==> config.mk <==
export PLATFORM = sky130hd
export DESIGN_NAME = intra_pass_scheduler
export DESIGN_NICKNAME = d
export VERILOG_FILES = /design/src/rtl/intra_pass_scheduler.sv
export SDC_FILE = /design/constraint.sdc
export NUM_CORES = 1
export LEC_CHECK = 0
export ABC_AREA = 1
export CAP_MARGIN = 10
export CORE_MARGIN = 1
export CORE_UTILIZATION = 40
export DETAILED_ROUTE_END_ITERATION = 10
export GPL_TIMING_DRIVEN = 0
export PLACE_DENSITY = 0.62
export SLEW_MARGIN = 20
export SYNTH_ARGS = -nofsm -noshare
export SYNTH_HDL_FRONTEND = slang
export SYNTH_SLANG_ARGS = --single-unit
==> constraint.sdc <==
create_clock -name clk -period 3.9 [get_ports clk]
set_input_delay 0.78 -clock clk [delete_from_list [all_inputs] [get_ports clk]]
set_output_delay 0.78 -clock clk [all_outputs]
set_load 0.02 [all_outputs]
==> src/rtl/intra_pass_scheduler.sv <==
// Handshaked pass scheduler for the intra prediction / transform / reconstruction loop.
// One pass of NSTAGE one-hot enables per 4x4 luma block; every 4th pass also carries an 8x8 chroma pair.
module intra_pass_scheduler #(
    parameter int WIDTH      = 1280,
    parameter int LENGTH     = 720,
    parameter int NSTAGE     = 9,
    parameter int FB_TIMEOUT = 15
) (
    input  logic              clk,
    input  logic              reset,
    input  logic              start,
    input  logic              pause,
    input  logic              fb_luma4x4,
    input  logic              fb_chromab8x8,
    input  logic              fb_chromar8x8,
    output logic [NSTAGE-1:0] enabler,
    output logic              chroma_en,
    output logic [31:0]       mbnumber_luma4x4,
    output logic [31:0]       mbnumber_chromab8x8,
    output logic [31:0]       mbnumber_chromar8x8,
    output logic              busy,
    output logic              frame_done,
    output logic              error
);

    localparam int NL = (WIDTH / 4) * (LENGTH / 4);
    localparam logic [31:0] LAST_LUMA = 32'(NL - 1);
    localparam int TW = $clog2(FB_TIMEOUT + 1);
    localparam logic [TW-1:0] T_LAST = TW'(FB_TIMEOUT - 1);
    localparam logic [NSTAGE-1:0] STAGE0 = {{(NSTAGE-1){1'b0}}, 1'b1};

    typedef enum logic [2:0] {
        IDLE,
        RUN,
        WAIT_FB,
        DONE,
        ERR
    } state_t;

    state_t            state_q, state_d;
    logic [NSTAGE-1:0] stage_q, stage_d;
    logic              chroma_q, chroma_d;
    logic [31:0]       luma_q, luma_d;
    logic [31:0]       cidx_q, cidx_d;
    logic              fl_q, fl_d;
    logic              fcb_q, fcb_d;
    logic              fcr_q, fcr_d;
    logic [TW-1:0]     tcnt_q, tcnt_d;
    logic              err_q, err_d;

    logic              active;
    logic              fl_now, fcb_now, fcr_now;
    logic              pass_done;
    logic [31:0]       luma_inc;

    always_ff @(posedge clk) begin
        if (reset) begin
            state_q  <= IDLE;
            stage_q  <= '0;
            chroma_q <= 1'b0;
            luma_q   <= '0;
            cidx_q   <= '0;
            fl_q     <= 1'b0;
            fcb_q    <= 1'b0;
            fcr_q    <= 1'b0;
            tcnt_q   <= '0;
            err_q    <= 1'b0;
        end else begin
            state_q  <= state_d;
            stage_q  <= stage_d;
            chroma_q <= chroma_d;
            luma_q   <= luma_d;
            cidx_q   <= cidx_d;
            fl_q     <= fl_d;
            fcb_q    <= fcb_d;
            fcr_q    <= fcr_d;
            tcnt_q   <= tcnt_d;
            err_q    <= err_d;
        end
    end

    always_comb begin
        state_d  = state_q;
        stage_d  = stage_q;
        chroma_d = chroma_q;
        luma_d   = luma_q;
        cidx_d   = cidx_q;
        fl_d     = fl_q;
        fcb_d    = fcb_q;
        fcr_d    = fcr_q;
        tcnt_d   = tcnt_q;
        err_d    = err_q;

        active    = (state_q == RUN) || (state_q == WAIT_FB);
        fl_now    = fl_q | fb_luma4x4;
        fcb_now   = fcb_q | fb_chromab8x8;
        fcr_now   = fcr_q | fb_chromar8x8;
        pass_done = fl_now & (~chroma_q | (fcb_now & fcr_now));
        luma_inc  = luma_q + 32'd1;

        // Feedback is latched even while paused so a pulse during a freeze is not lost.
        if (active) begin
            fl_d  = fl_now;
            fcb_d = fcb_now;
            fcr_d = fcr_now;
        end

        case (state_q)
            IDLE: begin
                if (start) begin
                    state_d  = RUN;
                    stage_d  = STAGE0;
                    chroma_d = 1'b1;
                    luma_d   = '0;
                    cidx_d   = '0;
                    fl_d     = 1'b0;
                    fcb_d    = 1'b0;
                    fcr_d    = 1'b0;
                end
            end
            RUN: begin
                if (!pause) begin
                    if (stage_q[NSTAGE-1]) begin
                        state_d = WAIT_FB;
                        stage_d = '0;
                        tcnt_d  = '0;
                    end else begin
                        stage_d = stage_q << 1;
                    end
                end
            end
            WAIT_FB: begin
                if (!pause) begin
                    if (pass_done) begin
                        if (luma_q == LAST_LUMA) begin
                            state_d = DONE;
                        end else begin
                            state_d  = RUN;
                            stage_d  = STAGE0;
                            luma_d   = luma_inc;
                            chroma_d = (luma_inc[1:0] == 2'b00);
                            if (luma_inc[1:0] == 2'b00) begin
                                cidx_d = cidx_q + 32'd1;
                            end
                            fl_d  = 1'b0;
                            fcb_d = 1'b0;
                            fcr_d = 1'b0;
                        end
                    end else if (tcnt_q == T_LAST) begin
                        state_d = ERR;
                        err_d   = 1'b1;
                    end else begin
                        tcnt_d = tcnt_q + TW'(1);
                    end
                end
            end
            DONE: begin
                state_d  = IDLE;
                luma_d   = '0;
                cidx_d   = '0;
                chroma_d = 1'b0;
            end
            ERR: begin
                // Indices are held for debug; only reset leaves this state.
                state_d = ERR;
            end
            default: begin
                state_d = IDLE;
            end
        endcase
    end

    assign enabler             = ((state_q == RUN) && !pause) ? stage_q : '0;
    assign chroma_en           = chroma_q;
    assign mbnumber_luma4x4    = luma_q;
    assign mbnumber_chromab8x8 = cidx_q;
    assign mbnumber_chromar8x8 = cidx_q;
    assign busy                = active;
    assign frame_done          = (state_q == DONE);
    assign error               = err_q;

endmodule

After elaboration in Yosys (flattened, before gate mapping)
Index checks and enable logic that the tools add are counted.
W data, S select, Z words.
{"block": "op_classes", "eq_ne": 16, "bitwise_logic": 9, "mux": 55, "n_addsub": 3, "n_reduce_logical": 14}
{"cell": "$mux W32", "count": 8}
{"cell": "$pmux W32 S3", "count": 2}
{"cell": "$add A32 B1 Y32 const B", "count": 2}
{"cell": "$mux W9", "count": 7}
{"cell": "$eq A32 B16 Y1 const B", "count": 1}
{"cell": "$pmux W9 S3", "count": 1}
{"cell": "$mux W4", "count": 5}
{"cell": "$mux W1", "count": 19}
{"cell": "$mux W3", "count": 6}
{"cell": "$reduce_and A6 Y1", "count": 3}
{"cell": "$ne A2 B2 Y1 const B", "count": 8}
{"cell": "$pmux W3 S4", "count": 1}
{"cell": "$reduce_and A5 Y1", "count": 2}
{"cell": "$pmux W4 S2", "count": 1}
{"cell": "$eq A3 B2 Y1 const B", "count": 2}
{"cell": "$pmux W1 S2", "count": 3}
{"cell": "$reduce_bool A3 Y1", "count": 2}
{"cell": "$add A4 B1 Y4 const B", "count": 1}
{"cell": "$eq A4 B4 Y1 const B", "count": 1}
{"cell": "$or A1 B1 Y1", "count": 4}
{"cell": "$reduce_and A4 Y1", "count": 1}
{"cell": "$eq A3 B1 Y1 const B", "count": 1}
{"cell": "$eq A3 B3 Y1 const B", "count": 1}
{"cell": "$logic_not A3 Y1", "count": 1}
{"cell": "other kinds (11)", "count": 14}
{"block": "totals", "word_cells": 107, "out_inout_bits": 109, "in_bits": 7, "reg_bits": 85}

Longest topological paths before layout
Gate-level depths: netlist of the first run.
{"block": "depth", "ltp_word": 7, "ltp_mapped": 13, "ltp_nobuf": 12}

Worst setup path before layout of the first run
Ideal clock, no wire load.
{"block": "synth_path", "path_type": "input-to-output", "startpoint": "input port pause", "endpoint": "output port enabler[0]", "arrival_time_ns": 1.425, "required_ns": 3.120, "setup_slack_ns": 1.695, "n_path_buf": 1, "stages": 4, "path_cell_list": "inv_1 nand2_1 clkbuf_1 nor2_1"}
{"block": "synth_via", "elab_chain_cells": 3}
{"item": "start: declaration", "line_no": "12", "source": "input logic pause,"}
{"item": "$logic_not A1 Y1", "line_no": "173", "source": "assign enabler = ((state_q == RUN) && !pause) ? stage_q : '0;"}
{"item": "$logic_and A1 B1 Y1", "line_no": "173"}
{"item": "$mux W9", "line_no": "173"}
{"item": "end: declaration", "line_no": "16", "source": "output logic [NSTAGE-1:0] enabler,"}
No other way between the ends.

Final worst setup path of the first run
{"block": "layout_path", "startpoint": "input port pause", "endpoint": "output port enabler[2]"}
Same word-level chain as after synthesis.

==> reports/summary.md, run 1 <==
- **number of buffer cells added on primary ports** 115
- **required time at the worst-slack endpoint** 3.12 ns
- **sequential share of the synthesized area** 0.293
- **number of filler instances in the final layout** 1,491
- **post-layout min period** 3.19 ns
- **die outline area** 15,000 um2
- **quantity of gates resized following cts** 0
- **Total GRT Usage** 0.245
- **status** completed
- **clock insertion delay at the later pin of the skew report** 0.35 ns
- **Peak supply drop** 0.000313 V
- **Longest Clk Path Bufs** 2
- **number of flip-flops and latches in the synthesized netlist** 85
- **routed vias/inst** 4.79
- **start point of the critical path** pause
- **element type at the critical path end** output port
- **Initial DRC Count** 428
- **Gate Count Post-Synth** 1,010
- **ANT nets after route** 0
- **clock network fraction of design power** 0.284
- **share of power burned in registers** 0.310
- **CTS hold repair buffers** 0
- **total number of H-tree levels** 3
- **post-detailed-placement cell area** 7180 um2
- **nature of the critical path startpoint** primary input
- **Setup TNS Final** 0 ns
- **TritonCTS clock tree** yes
- **final design area excluding fillers** 7510 um2
- **clk root buf** sky130_fd_sc_hd__clkbuf_16
- **max-cap violation count** 0
- **largest clock skew in the final design** 0.00994 ns
- **combined area of all synthesized cells** 5810 um2
- **Pre-antenna DRT Iters** 5
- **count of warnings emitted by yosys** 0
- **worst rel slew slack** 0.563
- **internal power** 0.00199 W
- **synth unique cells** 29
- **Num CTS Buffers** 9
- **number of setup buffers added after CTS** 0
- **Logic pwr share** 0.406
- **Fmax** 314 MHz
- **DRT Wirelength** 17,500 um
- **slew at the pin with the worst max-slew slack** 0.656 ns
- **end point of the critical path** enabler[2]
- **arrival time at the worst endpoint** 2.41 ns
- **antenna violations before repair** 0
- **Vert. Die Dim** 122 um
- **count of vias placed by the detailed router** 6,325
- **clock transition time at the flip-flop clock pins of the worst setup and hold paths** 0.06 ns
- **floorplan die width** 122 um
- **pin count of the biggest net entering global routing** 15
- **critical path class** in -> out
- **setup repair after global routing missed its margin** no
- **share of post-route cells with drive strength above 1** 0.0701
- **Final Core Density** 0.535
- **I/O Pins** 116
- **post-detailed-route wirelength per cell** 13.3 um
- **Layout area overhead** 29.3%
- **internal reg-to-reg setup slack** 1.50 ns
- **Pwr Total** 0.00337 W
- **Worst Reg-to-Reg Cells** 11
- **number of sinks driven by the clock tree** 85
- **power density of the placed cells** 449 nW/um2
- **starting density of the core** 0.413
- **detailed-placement wirelength estimate** 13,500 um
- **Static Leakage** 2.64 nW
- **Residual DRC** 0
- **via count of the first global-routing pass** 5,626
- **grt total ovfl** 0
- **Avg Cell Area, Syn** 5.75 um2
- **post-layout net count** 1,147
- **total core area** 14,000 um2
- **global placement routability congestion** 0.945
- **Final setup viols** 0
- **worst flop-to-flop path endpoint** mbnumber_luma4x4[12]
- **Switch Pwr** 0.00139 W
- **num rows** 43
- **startpoint of the most critical register-to-register path** mbnumber_luma4x4[0]
- **post-route clock period utilization** 0.817
- **final-report max-slew violation count** 0
- **endpoints failing hold** 0
- **# diodes** 0
- **number of nets produced by synthesis** 1,021
- **fraction of power spent switching nets** 0.411
- **worst hold path type** reg -> reg
- **Max FO, Critical Path** 10
- **first-pass GRT wire length** 28,400 um
## cell families (layout without fill, tap and decap cells)
kind of cell	Yosys count	in the layout	synth area share
buffers and inverters	152	283	0.127
AO/OA/AOI/OAI	93	93	0.0830
flip-flops	85	85	0.293
adder cells (fa/ha/maj)	4	4	0.00862
AND/OR/NAND/NOR	648	648	0.446
XOR/XNOR	28	28	0.0422
## layout make-up
class,instances,area [um2],share of cell area
Buffer,62,398,0.0530
Clock buffer,11,243,0.0323
Clock inverter,5,82.6,0.0110
Inverter,90,338,0.0450
Multi-Input combinational cell,773,3370,0.449
Sequential cell,85,1700,0.227
Tap cell,180,225,0.0300
Timing Repair Buffer,115,1150,0.153
## cells in the final DEF (no fill, tap or decap), types with 3 or more instances in the layout
cell                              Yosys  final
sky130_fd_sc_hd__nand2_1            389    389
sky130_fd_sc_hd__buf_6                3      3
sky130_fd_sc_hd__clkdlybuf4s50_1      0    115
sky130_fd_sc_hd__nor3_1               4      4
sky130_fd_sc_hd__buf_4               35     35
sky130_fd_sc_hd__dfxtp_1             85     85
sky130_fd_sc_hd__clkbuf_16            0      9
sky130_fd_sc_hd__inv_1               82     82
sky130_fd_sc_hd__clkbuf_1            15     16
sky130_fd_sc_hd__xnor2_1             14     14
sky130_fd_sc_hd__o21ai_0              8      8
sky130_fd_sc_hd__o2111ai_1            3      3
sky130_fd_sc_hd__inv_2                7      7
sky130_fd_sc_hd__nand3_1             38     38
sky130_fd_sc_hd__nor2_1             194    194
sky130_fd_sc_hd__buf_2                9      9
sky130_fd_sc_hd__nand4_1              9      9
sky130_fd_sc_hd__a21oi_1             79     79
sky130_fd_sc_hd__nor2_4               3      3
sky130_fd_sc_hd__ha_1                 4      4
sky130_fd_sc_hd__xor2_1              14     14
## state kept, by name, indices dropped and copies added, names as in the netlist
register             flops
fl_q                     1
fcb_q                    1
error                    1
stage_q                  9
mbnumber_luma4x4        32
state_q                  3
chroma_en                1
mbnumber_chromab8x8     32
fcr_q                    1
tcnt_q                   4
## metal layers
metal | GRT usage | share of wire
met4 | 0.0854 | 0.019
met3 | 0.0288 | 0.052
met5 | 0 | 0
met2 | 0.369 | 0.42
met1 | 0.357 | 0.51
## power groups by stage
stage | Sequential [W] | Clock, W | Combinational, W
after detailed placement | 0.00106 | 0 | 0.00136
after CTS | 0.00104 | 0.000977 | 0.00137
final | 0.00105 | 0.000958 | 0.00137
after global routing | 0.00106 | 0.00101 | 0.00153
after floorplan | 0.00107 | 0 | 0.000940
after global placement | 0.00106 | 0 | 0.00137
## worst min path at each step
stage	end	slack, ns	cells past startpoint	start
finish	stage_q[3]	0.46	2	stage_q[3]
global route	stage_q[1]	0.49	2	stage_q[1]
CTS	stage_q[1]	0.47	2	stage_q[1]
detailed placement	stage_q[1]	0.46	2	stage_q[1]
global placement	stage_q[1]	0.46	2	stage_q[1]
floorplan	stage_q[1]	0.44	2	stage_q[1]
## synthesized netlist by cell type
master                      count  area share
sky130_fd_sc_hd__a21boi_0       1      0.0013
sky130_fd_sc_hd__a21oi_1       79       0.068
sky130_fd_sc_hd__a31oi_1        2      0.0022
sky130_fd_sc_hd__buf_2          9      0.0078
sky130_fd_sc_hd__buf_4         35       0.045
sky130_fd_sc_hd__buf_6          3      0.0058
sky130_fd_sc_hd__clkbuf_1      15      0.0097
sky130_fd_sc_hd__clkinv_1       1     0.00065
sky130_fd_sc_hd__dfxtp_1       85        0.29
sky130_fd_sc_hd__ha_1           4      0.0086
sky130_fd_sc_hd__inv_1         82       0.053
sky130_fd_sc_hd__inv_2          7      0.0045
sky130_fd_sc_hd__nand2_1      389        0.25
sky130_fd_sc_hd__nand2_2        2      0.0022
sky130_fd_sc_hd__nand3_1       38       0.033
sky130_fd_sc_hd__nand3_2        2      0.0034
sky130_fd_sc_hd__nand3_4        2      0.0060
sky130_fd_sc_hd__nand3b_1       2      0.0026
sky130_fd_sc_hd__nand4_1        9      0.0097
sky130_fd_sc_hd__nor2_1       194        0.13
sky130_fd_sc_hd__nor2_2         1      0.0011
sky130_fd_sc_hd__nor2_4         3      0.0058
sky130_fd_sc_hd__nor3_1         4      0.0034
sky130_fd_sc_hd__nor3b_1        1      0.0013
sky130_fd_sc_hd__o2111ai_1      3      0.0045
sky130_fd_sc_hd__o21ai_0        8      0.0069
sky130_fd_sc_hd__or2_2          1      0.0011
sky130_fd_sc_hd__xnor2_1       14       0.021
sky130_fd_sc_hd__xor2_1        14       0.021
## per-stage QoR
| stage | hold slack, ns | cells | worst slack (ns) |
|---|---|---|---|
| 6_report | 0.463 | 1321 | 0.713 |
| 4_1_cts | 0.468 | 1321 | 0.694 |
| 2_1_floorplan | 0.442 | 1010 | 1.70 |
| 3_3_place_gp | 0.459 | 1305 | 0.653 |
| 3_5_place_dp | 0.458 | 1305 | 0.703 |
| 5_1_grt | 0.489 | 1321 | 0.564 |
## worst max-delay path, stage by stage
cell,delay [ns]
sky130_fd_sc_hd__clkdlybuf4s50_1,0.48
sky130_fd_sc_hd__inv_1,0.08
sky130_fd_sc_hd__nand2_1,0.08
sky130_fd_sc_hd__clkbuf_1,0.35
sky130_fd_sc_hd__nor2_1,0.08
sky130_fd_sc_hd__clkdlybuf4s50_1,0.55
Power figures use the tool's default switching activity.
==> inputs of run 2 (changes only) <==
--- a/config.mk
+++ b/config.mk
@@ -11,7 +11,7 @@
 export CORE_UTILIZATION = 40
 export DETAILED_ROUTE_END_ITERATION = 10
 export GPL_TIMING_DRIVEN = 0
-export PLACE_DENSITY = 0.62
+export PLACE_DENSITY = 0.64
 export SLEW_MARGIN = 20
 export SYNTH_ARGS = -nofsm -noshare
 export SYNTH_HDL_FRONTEND = slang
==> constraint.sdc (replaced) <==
create_clock -name clk -period 2.6 [get_ports clk]
set_input_delay 0.52 -clock clk [delete_from_list [all_inputs] [get_ports clk]]
set_output_delay 0.52 -clock clk [all_outputs]
set_load 0.02 [all_outputs]
==> run 2 against run 1 <==
  * Critical path depth fell by 1
  * Critical path type unchanged
  * Via count fell by 0.43%
  * Count of clock-buffer cells in the layout did not move
==> reports/summary.md, run 2 (synthesized netlist as in run 1, its figures left out) <==
- **Critical Path Slowest Stage Cell** sky130_fd_sc_hd__clkdlybuf4s50_1
- **nature of the critical path startpoint** primary input
- **critical path class** in -> out
- **I/O Pins** 116, unchanged
- **# diodes** 0, unchanged
- **grt total ovfl** 0, unchanged
- **clk root buf** sky130_fd_sc_hd__clkbuf_16
- **Initial DRC Count** 450, +5.1%
- **number of sinks driven by the clock tree** 85, unchanged
- **arrival time at the worst endpoint** 1.97 ns, -0.44 ns
- **slack of the critical path** 0.108 ns, -0.606 ns
- **most repeated library cell on the critical path** sky130_fd_sc_hd__clkdlybuf4s50_1
- **Layout area overhead** 28.9%
- **first-pass GRT wire length** 27,300 um, -3.8%
- **TritonCTS clock tree** yes
- **share of post-route cells with drive strength above 1** 0.0720, +0.00188
- **required time at the worst-slack endpoint** 2.08 ns, -1.04 ns
- **internal power** 0.00280 W, +41%
- **post-detailed-route wirelength per cell** 13.1 um, -1.7%
- **routed vias/inst** 4.77, -0.28%
- **commonest non-fill, non-tap cell in the layout** sky130_fd_sc_hd__nand2_1
- **via count of the first global-routing pass** 5,314, -5.5%
- **clock insertion delay at the later pin of the skew report** 0.35 ns, about the same
- **endpoints failing hold** 0, unchanged
- **DRT Wirelength** 17,200 um, -1.9%
- **fraction of power spent switching nets** 0.424, +0.0134
- **max-cap violation count** 0, unchanged
- **Num CTS Buffers** 9, unchanged
- **worst hold path type** reg -> reg
- **Longest Clk Path Bufs** 2, unchanged
- **post-layout net count** 1,146, -0.087%
- **number of setup buffers added after CTS** 0, unchanged
- **status** completed
- **antenna violations before repair** 0, unchanged
- **ANT nets after route** 0, unchanged
- **commonest cells after routing, fill and taps aside** sky130_fd_sc_hd__nand2_1 (388), sky130_fd_sc_hd__nor2_1 (194), sky130_fd_sc_hd__clkdlybuf4s50_1 (112), sky130_fd_sc_hd__dfxtp_1 (85), sky130_fd_sc_hd__inv_1 (82)
- **final-report max-slew violation count** 0, unchanged
- **share of power burned in registers** 0.323, +0.013
- **Vert. Die Dim** 122 um, unchanged
- **Max FO, Critical Path** 11, +1
- **list of cells traversed by the critical path** clkdlybuf4s50_1, inv_1, nand2_4, nor2_1, clkdlybuf4s50_1
- **total core area** 14,000 um2, unchanged
- **post-detailed-placement cell area** 7180 um2, unchanged
- **clock network fraction of design power** 0.255, -0.029
- **Static Leakage** 2.68 nW, +1.4%
- **post-layout min period** 2.49 ns
- **num rows** 43, unchanged
- **DP Worst Slack** -0.0907 ns, -0.794 ns
- **Pre-antenna DRT Iters** 5, unchanged
- **detailed-placement wirelength estimate** 13,300 um, -1.9%
- **global placement routability congestion** 0.955, +1.0%
- **slew at the pin with the worst max-slew slack** 0.610 ns, -0.0457 ns
- **largest clock skew in the final design** 0.00579 ns, -0.00415 ns
- **post-route clock period utilization** 0.959
- **largest incremental delay on the critical path** 0.61 ns, +0.06 ns
- **Peak supply drop** 0.000442 V, +41%
- **Total GRT Usage** 0.235, -0.0102
- **number of filler instances in the final layout** 1,473, -1.2%
- **Fmax** 401 MHz
- **power density of the placed cells** 651 nW/um2, +45%
- **Setup TNS Final** 0 ns, unchanged
- **Logic pwr share** 0.422, +0.016
- **clock transition time at the flip-flop clock pins of the worst setup and hold paths** 0.06 ns, about the same
- **pin count of the biggest net entering global routing** 14, -1
- **floorplan die width** 122 um, unchanged
- **total number of H-tree levels** 3, unchanged
- **worst rel slew slack** 0.593, +0.0304
- **Residual DRC** 0, unchanged
- **final design area excluding fillers** 7480 um2, -0.35%
- **element type at the critical path end** output port
- **number of buffer cells added on primary ports** 115, unchanged
- **die outline area** 15,000 um2, unchanged
- **starting density of the core** 0.413, unchanged
- **count of vias placed by the detailed router** 6,298, -0.43%
- **setup repair after global routing missed its margin** no
- **Switch Pwr** 0.00206 W, +49%
- **Final setup viols** 0, unchanged
run 2: area by class of cell:
| cell class | count | area [um2] | area share |
|---|---|---|---|
| Multi-Input combinational cell | 773 | 3390 | 0.453 |
| Buffer | 61 | 394 | 0.0527 |
| Sequential cell | 85 | 1700 | 0.227 |
| Inverter | 90 | 338 | 0.0452 |
| Clock inverter | 4 | 23.8 | 0.00318 |
| Clock buffer | 11 | 253 | 0.0338 |
| Tap cell | 180 | 225 | 0.0301 |
| Timing Repair Buffer | 115 | 1160 | 0.155 |
run 2: path summary, 6_finish.rpt:
kind | endpoint | startpoint | depth (start not counted) | slack [ns]
setup / recovery | enabler[5] | pause | 5 | 0.11
hold / removal | stage_q[6] | stage_q[6] | 2 | 0.47
setup reg to reg | mbnumber_luma4x4[6] | mbnumber_luma4x4[0] | 11 | 0.22
hold reg to reg | stage_q[6] | stage_q[6] | 2 | 0.47
run 2: power groups by stage:
stage / Clock [W] / Sequential, W / Combinational (W)
2_1_floorplan: 0 / 0.00161 / 0.00141
3_3_place_gp: 0 / 0.00160 / 0.00205
3_5_place_dp: 0 / 0.00160 / 0.00205
4_1_cts: 0.00128 / 0.00157 / 0.00206
5_1_grt: 0.00132 / 0.00159 / 0.00231
6_report: 0.00124 / 0.00157 / 0.00205
run 2: critical path, delay by kind of cell:
kind	cells	cell delay, ns
buffers and inverters	3	1.18
and+or+nand+nor	2	0.26
run 2: per-stage QoR:
stage | total power (W) | hold WS (ns) | util | std cells
2_1_floorplan | 0.00302 | 0.442 | - | 1010
3_3_place_gp | 0.00364 | 0.458 | 0.511 | 1305
3_5_place_dp | 0.00365 | 0.461 | 0.511 | 1305
4_1_cts | 0.00491 | 0.471 | 0.531 | 1319
5_1_grt | 0.00522 | 0.477 | 0.533 | 1319
6_report | 0.00487 | 0.465 | 0.533 | 1319
run 2: repair_timing:
action,CTS,global route
pin swaps,0,0
resized for setup,2,5
hold buffers,0,0
endpoints found under the setup margin,9,10
run 2: per-layer routing:
layer | global-route usage | wire length, um
met1 | 0.341 | 8670
met5 | 0 | 0
met3 | 0.0270 | 981
met2 | 0.356 | 7300
met4 | 0.0800 | 273
==> inputs of run 3 (changes only) <==
--- a/config.mk
+++ b/config.mk
@@ -11,7 +11,7 @@
 export CORE_UTILIZATION = 40
 export DETAILED_ROUTE_END_ITERATION = 10
 export GPL_TIMING_DRIVEN = 0
-export PLACE_DENSITY = 0.64
+export PLACE_DENSITY = 0.7
 export SLEW_MARGIN = 20
 export SYNTH_ARGS = -nofsm -noshare
 export SYNTH_HDL_FRONTEND = slang
==> run 3 against run 2 <==
  * Register-to-register slack gained 0.05 ns
  * Sequential power is essentially flat
  * Count of clock-buffer cells in the layout grew 2
  * Final area grew 0.75%
  * Power grew 3.8%
  * Critical path depth is the same
  * Clock power grew 16%
  * Combinational power is essentially flat
  * First-iteration DRC count grew 25%
  * Global-route usage shrank 0.53 points
  * Largest power group unchanged
  * Critical path type unchanged
  * Cell count is essentially flat
==> reports/summary.md, run 3 (synthesized netlist as in run 1, its figures left out) <==
- **status** completed
- **number of setup buffers added after CTS** 0, unchanged
- **starting density of the core** 0.413, unchanged
- **fraction of power spent switching nets** 0.406, -0.0183
- **routed vias/inst** 4.91, +2.7%
- **final-report max-slew violation count** 0, unchanged
- **instance count along the most critical hold path** 2, unchanged
- **Pre-antenna DRT Iters** 5, unchanged
- **post-detailed-route wirelength per cell** 12.8 um, -2.3%
- **worst hold path startpoint** stage_q[2]
- **hold worst-path end** stage_q[2]
- **CTS hold repair buffers** 0, unchanged
- **Initial DRC Count** 564, +25%
- **element type at the critical path end** output port
- **required time at the worst-slack endpoint** 2.08 ns, about the same
- **global placement routability congestion** 0.987, +3.4%
- **quantity of gates resized following cts** 2, unchanged
- **die outline area** 15,000 um2, unchanged
- **internal reg-to-reg setup slack** 0.27 ns, +0.05 ns
- **worst hold path type** reg -> reg
- **startpoint of the most critical register-to-register path** mbnumber_luma4x4[0]
- **post-layout min period** 2.50 ns, +0.0124 ns
- **Fmax** 399 MHz, -0.50%
- **Switch Pwr** 0.00205 W, -0.65%
- **antenna violations before repair** 0, unchanged
- **Longest Clk Path Bufs** 2, unchanged
- **number of filler instances in the final layout** 1,478, +0.34%
- **Max FO, Critical Path** 11, unchanged
- **post-layout net count** 1,146, unchanged
- **Total GRT Usage** 0.229, -0.00530
- **slew at the pin with the worst max-slew slack** 0.600 ns, -0.0100 ns
- **internal power** 0.00301 W, +7.2%
- **TritonCTS clock tree** yes
- **worst flop-to-flop path endpoint** mbnumber_luma4x4[9]
- **max-cap violation count** 0, unchanged
- **Final setup viols** 0, unchanged
- **Logic pwr share** 0.405, -0.017
- **Peak supply drop** 0.000484 V, +9.6%
- **pin count of the biggest net entering global routing** 14, unchanged
- **Static Leakage** 2.76 nW, +3.1%
- **floorplan die width** 122 um, unchanged
- **total number of H-tree levels** 3, unchanged
- **clock network fraction of design power** 0.284, +0.029
- **DRT Wirelength** 16,800 um, -2.2%
- **Num CTS Buffers** 9, unchanged
- **commonest cells after routing, fill and taps aside** sky130_fd_sc_hd__nand2_1 (388), sky130_fd_sc_hd__nor2_1 (194), sky130_fd_sc_hd__clkdlybuf4s50_1 (108), sky130_fd_sc_hd__dfxtp_1 (85), sky130_fd_sc_hd__inv_1 (82)
- **ANT nets after route** 0, unchanged
- **total core area** 14,000 um2, unchanged
- **nature of the critical path startpoint** primary input
- **clock transition time at the flip-flop clock pins of the worst setup and hold paths** 0.06 ns, about the same
- **commonest non-fill, non-tap cell in the layout** sky130_fd_sc_hd__nand2_1
- **largest clock skew in the final design** 0.00660 ns, +0.000808 ns
- **Vert. Die Dim** 122 um, unchanged
- **detailed-placement wirelength estimate** 13,000 um, -2.1%
- **power density of the placed cells** 671 nW/um2, +3.1%
- **I/O Pins** 116, unchanged
- **critical path class** in -> out
- **Worst Hold Margin** 0.467 ns, +0.00192 ns
- **Layout area overhead** 29.8%
- **post-route clock period utilization** 0.963, +0.00478
- **number of buffer cells added on primary ports** 115, unchanged
- **number of cells in the finished layout apart from fillers** 1,320, +0.076%
- **share of post-route cells with drive strength above 1** 0.0711, -0.000940
- **# diodes** 0, unchanged
- **grt total ovfl** 0, unchanged
- **share of power burned in registers** 0.311, -0.012
- **endpoints failing hold** 0, unchanged
- **num rows** 43, unchanged
- **number of sinks driven by the clock tree** 85, unchanged
- **via count of the first global-routing pass** 5,450, +2.6%
- **total instance count after detailed placement** 1,305, unchanged
- **clk root buf** sky130_fd_sc_hd__clkbuf_16
- **clock insertion delay at the later pin of the skew report** 0.35 ns, about the same
- **first-pass GRT wire length** 26,900 um, -1.5%
- **count of vias placed by the detailed router** 6,476, +2.8%
- **worst rel slew slack** 0.600, +0.00667
- **Worst Reg-to-Reg Cells** 11, unchanged
- **arrival time at the worst endpoint** 1.98 ns, about the same
- **Residual DRC** 0, unchanged
## run 3: routing by layer
layer,track usage,vias to the layer above,part of all wire
li1,-,3342,-
met1,0.319,2891,0.47
met2,0.354,214,0.44
met3,0.0297,29,0.060
met4,0.0991,0,0.027
met5,0,-,0
## run 3: power groups by stage
stage          Clock, W  Combinational, W  Sequential (W)
6_report        0.00144           0.00205         0.00157
5_1_grt         0.00151           0.00227         0.00159
4_1_cts         0.00147           0.00205         0.00157
3_5_place_dp          0           0.00204         0.00160
3_3_place_gp          0           0.00202         0.00159
2_1_floorplan         0           0.00141         0.00161
## run 3: critical path: stages
cell	delay [ns]
sky130_fd_sc_hd__clkdlybuf4s50_1	0.42
sky130_fd_sc_hd__inv_1	0.14
sky130_fd_sc_hd__nand2_2	0.16
sky130_fd_sc_hd__nor2_1	0.13
sky130_fd_sc_hd__clkdlybuf4s50_1	0.61
## run 3: worst max path at each step
stage / startpoint / end / depth (start not counted)
floorplan: mbnumber_luma4x4[0] / mbnumber_luma4x4[13] / 11
global placement: pause / enabler[4] / 6
detailed placement: pause / enabler[5] / 6
CTS: state_q[0] / enabler[0] / 5
global route: pause / enabler[4] / 5
finish: pause / enabler[1] / 5
## run 3: through the flow
stage                     setup TNS (ns)  power [W]  area [um2]   util  setup WS, ns
after detailed placement          -0.873    0.00363        7180  0.511        -0.104
after floorplan                        0    0.00302        5810      -         0.621
after CTS                              0    0.00508        7510  0.535        0.0471
after global routing           -0.000595    0.00538        7540  0.537     -0.000595
after global placement            -0.838    0.00361        7180  0.511       -0.0978
final                                  0    0.00506        7540  0.537        0.0952
## run 3: layout make-up
cell class              count  area, um2  area share
flip-flops and latches     85       1700       0.226
clock buffers              13        260      0.0345
repair buffers            115       1170       0.155
multi-input cells         773       3380       0.449
inverters                  90        338      0.0448
clock inverters             3       67.6     0.00896
well taps                 180        225      0.0299
plain buffers              61        394      0.0523
